File: config.mk
export PLATFORM = sky130hd
export DESIGN_NAME = dm_port_arbiter
export DESIGN_NICKNAME = d
export VERILOG_FILES = /design/src/rtl/dm_port_arbiter_pkg.sv /design/src/rtl/dm_write_buffer.sv /design/src/rtl/dm_port_arbiter.sv
export SDC_FILE = /design/constraint.sdc
export NUM_CORES = 1
export LEC_CHECK = 0
export CORE_MARGIN = 5
export CORE_UTILIZATION = 49
export DETAILED_ROUTE_END_ITERATION = 8
export PLACE_DENSITY = 0.88
export SLEW_MARGIN = 10
export SYNTH_ARGS = -nofsm -noshare
export SYNTH_HDL_FRONTEND = slang
export SYNTH_HIERARCHICAL = 1
export SYNTH_SLANG_ARGS = --single-unit
File: constraint.sdc
create_clock -name clk -period 4.16 [get_ports clk]
set_input_delay 1.248 -clock clk [delete_from_list [all_inputs] [get_ports clk]]
set_output_delay 1.248 -clock clk [all_outputs]
set_load 0.05 [all_outputs]
File: src/rtl/dm_port_arbiter_pkg.sv
// Shared types and constants for the data-memory port arbiter and its write buffer.
package dm_port_arbiter_pkg;

  // Active-low bit write enable meaning "write nothing".
  localparam logic [31:0] DM_WMASK_NONE = 32'hFFFF_FFFF;

  // One buffered committed store.
  typedef struct packed {
    logic [31:0] addr;
    logic [31:0] wdata;
    logic [31:0] wmask;
    logic        valid;
  } wb_entry_t;

  // What the single DM port does in a given cycle.
  typedef enum logic [1:0] {
    GNT_IDLE,
    GNT_READ,
    GNT_WRITE
  } grant_e;

endpackage

File: src/rtl/dm_write_buffer.sv
// Circular store buffer with wrap-bit pointers and a parallel word-address
// hazard compare against every valid entry plus the store entering this cycle.
module dm_write_buffer
  import dm_port_arbiter_pkg::*;
#(
  parameter int WB_DEPTH = 4
) (
  input  logic                        clk,
  input  logic                        rst,
  input  logic                        enq,
  input  logic [31:0]                 enq_addr,
  input  logic [31:0]                 enq_wdata,
  input  logic [31:0]                 enq_wmask,
  input  logic                        deq,
  input  logic [29:0]                 cmp_word,
  output logic [31:0]                 head_addr,
  output logic [31:0]                 head_wdata,
  output logic [31:0]                 head_wmask,
  output logic                        full,
  output logic                        empty,
  output logic [$clog2(WB_DEPTH):0]   count,
  output logic                        hz
);

  localparam int IW = $clog2(WB_DEPTH);
  localparam int PW = IW + 1;

  logic [PW-1:0] head_ptr;
  logic [PW-1:0] tail_ptr;
  wb_entry_t     entries [WB_DEPTH];

  // Pointers advance on enqueue/dequeue and wrap naturally through the extra wrap bit.
  always_ff @(posedge clk or negedge rst) begin
    if (!rst) begin
      head_ptr <= '0;
      tail_ptr <= '0;
    end else begin
      if (deq) head_ptr <= head_ptr + PW'(1);
      if (enq) tail_ptr <= tail_ptr + PW'(1);
    end
  end

  // Entry storage; a drained entry is cleared so it can no longer raise a hazard.
  always_ff @(posedge clk or negedge rst) begin
    if (!rst) begin
      for (int i = 0; i < WB_DEPTH; i++) entries[i] <= '0;
    end else begin
      if (deq) entries[head_ptr[IW-1:0]] <= '0;
      if (enq) entries[tail_ptr[IW-1:0]] <= '{addr: enq_addr, wdata: enq_wdata,
                                              wmask: enq_wmask, valid: 1'b1};
    end
  end

  // Word-address compare of the load against buffered stores and the incoming store.
  always_comb begin
    hz = 1'b0;
    for (int i = 0; i < WB_DEPTH; i++) begin
      if (entries[i].valid && (entries[i].addr[31:2] == cmp_word)) hz = 1'b1;
    end
    if (enq && (enq_addr[31:2] == cmp_word)) hz = 1'b1;
  end

  assign full       = (head_ptr[IW-1:0] == tail_ptr[IW-1:0]) && (head_ptr[IW] != tail_ptr[IW]);
  assign empty      = (head_ptr == tail_ptr);
  assign count      = tail_ptr - head_ptr;
  assign head_addr  = entries[head_ptr[IW-1:0]].addr;
  assign head_wdata = entries[head_ptr[IW-1:0]].wdata;
  assign head_wmask = entries[head_ptr[IW-1:0]].wmask;

endmodule

File: src/rtl/dm_port_arbiter.sv
// Single-port DM arbiter: load-first grants, buffered committed stores,
// word-address hazard blocking and a starvation bound for buffered writes.
module dm_port_arbiter
  import dm_port_arbiter_pkg::*;
#(
  parameter int WB_DEPTH   = 4,
  parameter int STARVE_MAX = 4
) (
  input  logic                        clk,
  input  logic                        rst,
  input  logic                        ld_req_valid,
  input  logic [31:0]                 ld_req_addr,
  output logic                        ld_req_ready,
  output logic                        ld_rsp_valid,
  output logic [31:0]                 ld_rsp_data,
  input  logic                        st_valid,
  input  logic [31:0]                 st_addr,
  input  logic [31:0]                 st_wdata,
  input  logic [31:0]                 st_wmask,
  output logic                        st_ready,
  output logic                        wb_empty,
  output logic [$clog2(WB_DEPTH):0]   wb_count,
  input  logic [31:0]                 DM_rd_data,
  output logic                        DM_r_en,
  output logic [31:0]                 DM_w_en,
  output logic [31:0]                 DM_addr,
  output logic [31:0]                 DM_w_data
);

  localparam int SW = $clog2(STARVE_MAX + 1);

  logic          wb_full;
  logic          hz;
  logic          enq;
  logic [31:0]   head_addr;
  logic [31:0]   head_wdata;
  logic [31:0]   head_wmask;
  logic [SW-1:0] starve;
  grant_e        grant;

  assign st_ready    = !wb_full;
  assign enq         = st_valid && st_ready;
  assign ld_rsp_data = DM_rd_data;

  dm_write_buffer #(
    .WB_DEPTH (WB_DEPTH)
  ) u_wb (
    .clk        (clk),
    .rst        (rst),
    .enq        (enq),
    .enq_addr   (st_addr),
    .enq_wdata  (st_wdata),
    .enq_wmask  (st_wmask),
    .deq        (grant == GNT_WRITE),
    .cmp_word   (ld_req_addr[31:2]),
    .head_addr  (head_addr),
    .head_wdata (head_wdata),
    .head_wmask (head_wmask),
    .full       (wb_full),
    .empty      (wb_empty),
    .count      (wb_count),
    .hz         (hz)
  );

  // Grant selection; a hazarded load never reads, even when the only match is the
  // store entering the buffer this cycle (the port then idles for one cycle).
  always_comb begin
    grant = GNT_IDLE;
    if (!wb_empty && (wb_full || hz || (starve == SW'(STARVE_MAX)))) begin
      grant = GNT_WRITE;
    end else if (ld_req_valid && !hz) begin
      grant = GNT_READ;
    end else if (!wb_empty) begin
      grant = GNT_WRITE;
    end
  end

  // Drive the DM port and the load handshake from the selected grant.
  always_comb begin
    ld_req_ready = 1'b0;
    DM_r_en      = 1'b0;
    DM_addr      = '0;
    DM_w_en      = DM_WMASK_NONE;
    DM_w_data    = '0;
    case (grant)
      GNT_READ: begin
        ld_req_ready = 1'b1;
        DM_r_en      = 1'b1;
        DM_addr      = ld_req_addr;
      end
      GNT_WRITE: begin
        DM_addr   = head_addr;
        DM_w_en   = head_wmask;
        DM_w_data = head_wdata;
      end
      default: ;
    endcase
  end

  // Saturating count of loads granted ahead of a waiting buffered write.
  always_ff @(posedge clk or negedge rst) begin
    if (!rst) begin
      starve <= '0;
    end else if ((grant == GNT_WRITE) || wb_empty) begin
      starve <= '0;
    end else if ((grant == GNT_READ) && (starve != SW'(STARVE_MAX))) begin
      starve <= starve + SW'(1);
    end
  end

  // Read data arrives one cycle after the strobe.
  always_ff @(posedge clk or negedge rst) begin
    if (!rst) begin
      ld_rsp_valid <= 1'b0;
    end else begin
      ld_rsp_valid <= (grant == GNT_READ);
    end
  end

endmodule
==> out/metrics.yaml <==
critical_path:
  worstPathCellList: "buf_2, buf_4, xnor2_1, nand4_1, nor4_2, nand4_1, nand4_1, and2b_2, a21oi_4, buf_8, buf_6, buf_8, a22o_4, buf_12"
  path_common_cell: "nand4_1"
  worstSetupEndpointType: "output port"
  worstPathRequired_ns: 2.91
  crit_arrival_ns: 3.85
  slowest_stage: "nor4_2"
  slowest_delay_ns: 0.35
  path_max_fanout: 7
  worst_setup_path_start_kind: "primary input"
  critPathKind: "primary input to output port"
cts:
  cts_tree: "done"
  ctsHtreeMaxLevel: 2
  path_clk_slew_ns: 0.06
  cts_root_buf: "clkbuf_16"
  clk_path_buf_depth: 3
  clock-sinks: 398
  insertion_delay_ns: 0.56
  numCtsBuffers: 42
sta:
  setup_ws_ns: -0.9398
  finClkSkew_ns: 0.01784
  finalMaxSlewViolations: 0
  setup-violations-final: 98
  rsz0062_at_grt: "yes"
  min_period_ns: 5.100
  clock.fmax_ghz: 0.1961
  worst_pin_slew_ns: 0.7930
  finalCritPeriodShare: 1.226
  fin_hold_ws_ns: 0.4694
  hold_violations: 0
  max_slew_margin: 0.4713
final_layout:
  drive_above_1_share: 0.3734
  fin_nets: 1872
  fin_util: 0.6800
  syn2layout_area_growth_pct: 36.60
power_and_ir_drop:
  ir_drop_uv: 1241
  powerDensity_nw_per_um2: 979.0
  p_leak_nw: 12.09
routing:
  dr.pass1.iters: 6
  drtAntennaViolNets: 0
  routed_via_density: 6.712
  drc_errors: 0
  wl_per_cell_um: 29.08
  finalWirelength_um: 65200
  first_iter_violations: 1718
  vias: 15050
synthesis:
  synth.avg_cell_area_sq_um: 13.61
  synth_area_sq_um: 19330
  synth.distinct_cells: 31
  syn-num-nets: 1597
  dominantRegCellSynth: "dfrtp_1"
  post-synth-top-area-fraction: 0.5153
  syn-instance-count: 1420
  seq_area_frac_synth: 0.5153
  ys_seq_elements: 398
  synth_common_cells: "a22o_1, dfrtp_1, xnor2_1"
  yosys_warnings: 6
  yosysTopAreaCell: "dfrtp_1"
  synth_edf_count: 0
  synthTopCellsByArea: "dfrtp_1, a22o_1, mux4_2"
  yosys.cell_count.top_type: "a22o_1"
  synthArstFlopShare: 1.000
global_routing:
  grt_antenna_before_repair: 4
  grt_max_degree: 100
  grt_pass1_vias: 16020
  grt.overflow.total: 0
  grt_pass1_wl_um: 99820
  track_usage: 0.2912
outcome:
  violations: "setup timing"
  outcome: "finished, violations left"
die:
  initial_core_util: 0.4978
  chipHeight_um: 208.6
  io_pins: 300
  dieWidth_um: 208.6
  die_area_sq_um: 43520
  design.core.area_sq_um: 38830
  num_rows: 72
worst_hold_path:
  hold_path_class: "flip-flop to flip-flop"
placed_design:
  place_congestion: 0.9619
  dp_hpwl_um: 38200
  port_buffers: 235
flow_run:
  maxCapViolCount: 0
-- where the power goes --
part / internal (mW) / switching [mW] / leakage [nW]
sequential: 5.29 / 1.12 / 5.19
clock: 2.14 / 1.57 / 0.662
combinational: 7.39 / 8.33 / 6.23
-- logic make-up (layout without fill, tap and decap cells) --
kind of cell               after synthesis  in the layout  synth area share
AOI/OAI and AO/OA                      430            430            0.1956
xor gates and xnor gates               157            157           0.07114
adders and majority gates               13             13          0.008804
buffers and inverters                  192            494           0.05522
DFF                                    398            398            0.5153
muxes                                   96             96            0.1119
other                                    0              2                 0
and+or+nand+nor                        134            134           0.04208
-- registers in the layout, summed over array words and instances, names as in the netlist --
signal         flops
starve             3
u_wb/tail_ptr      3
u_wb/head_ptr      3
ld_rsp_valid       1
u_wb/entries     388
-- path summary, 6_finish.rpt --
path                                               from                     endpoint  slack [ns]  cells past startpoint
max reg2reg                u_wb/head_ptr[1]$_DFFE_PN0P_  u_wb/entries[347]$_DFF_PN0_        0.61                     17
max in group asynchronous                           rst  u_wb/entries[110]$_DFF_PN0_        2.53                      2
min in group asynchronous                           rst       ld_rsp_valid$_DFF_PN0_        0.73                      1
max                                      ld_req_addr[3]                  DM_addr[28]       -0.94                     14
min                               starve[0]$_DFFE_PN0P_        starve[0]$_DFFE_PN0P_        0.47                      1
min reg2reg                       starve[0]$_DFFE_PN0P_        starve[0]$_DFFE_PN0P_        0.47                      1
-- timing repair --
item	CTS	global route
gates resized for setup	278	70
hold buffers	0	0
setup buffers	29	5
gates cloned	5	3
setup endpoints to repair	454	98
pin swaps	72	33
hold endpoints to repair	0	0
-- worst max-delay path, delay by kind of cell --
kind / cells / cell delay, ns
simple gates: 5 / 1.17
xor+xnor: 1 / 0.22
compound gates: 2 / 0.33
buf+inv: 6 / 0.86
-- cell type report --
cell class | count | area (sq um)
Antenna cell | 2 | 5.005
Clock buffer | 58 | 1202
Timing Repair Buffer | 414 | 4925
Multi-Input combinational cell | 830 | 9495
Tap cell | 518 | 648.1
Sequential cell | 398 | 9967
Clock inverter | 13 | 126.4
Fill cell | 2515 | 12420
Inverter | 9 | 33.78
-- stage by stage --
stage	worst slack [ns]	power (mW)	cell area [sq um]	setup TNS, ns	cells
finish	-0.9398	25.85	26400	-87.60	2242
floorplan	-0.1038	15.31	19940	-6.866	1420
detailed placement	-1.305	20.39	23660	-349.51	2130
global route	-0.8873	26.78	26400	-83.29	2241
CTS	-0.7279	25.29	26090	-66.16	2235
global placement	-1.280	20.04	23660	-345.39	2130
-- cell usage in the layout (no fill, tap or decap), types with 32 or more instances in the layout --
master and n:
nand4_1 33, xnor2_1 60, buf_4 118, mux4_2 96
a22o_1 384, buf_6 48, xor2_1 34, a22o_4 32
xnor2_2 49, dfrtp_1 396, clkdlybuf4s50_1 75, clkbuf_16 46
buf_12 96
-- routing by layer --
layer  vias to the layer above  part of all wire  track usage
met3                       231              0.11      0.07813
met1                      7680              0.36       0.3922
met5                         -           0.00071            0
li1                       5941                 -            -
met4                         6             0.052       0.1366
met2                      1191              0.47       0.4454
No activity file was read; power rests on OpenSTA's default activity.
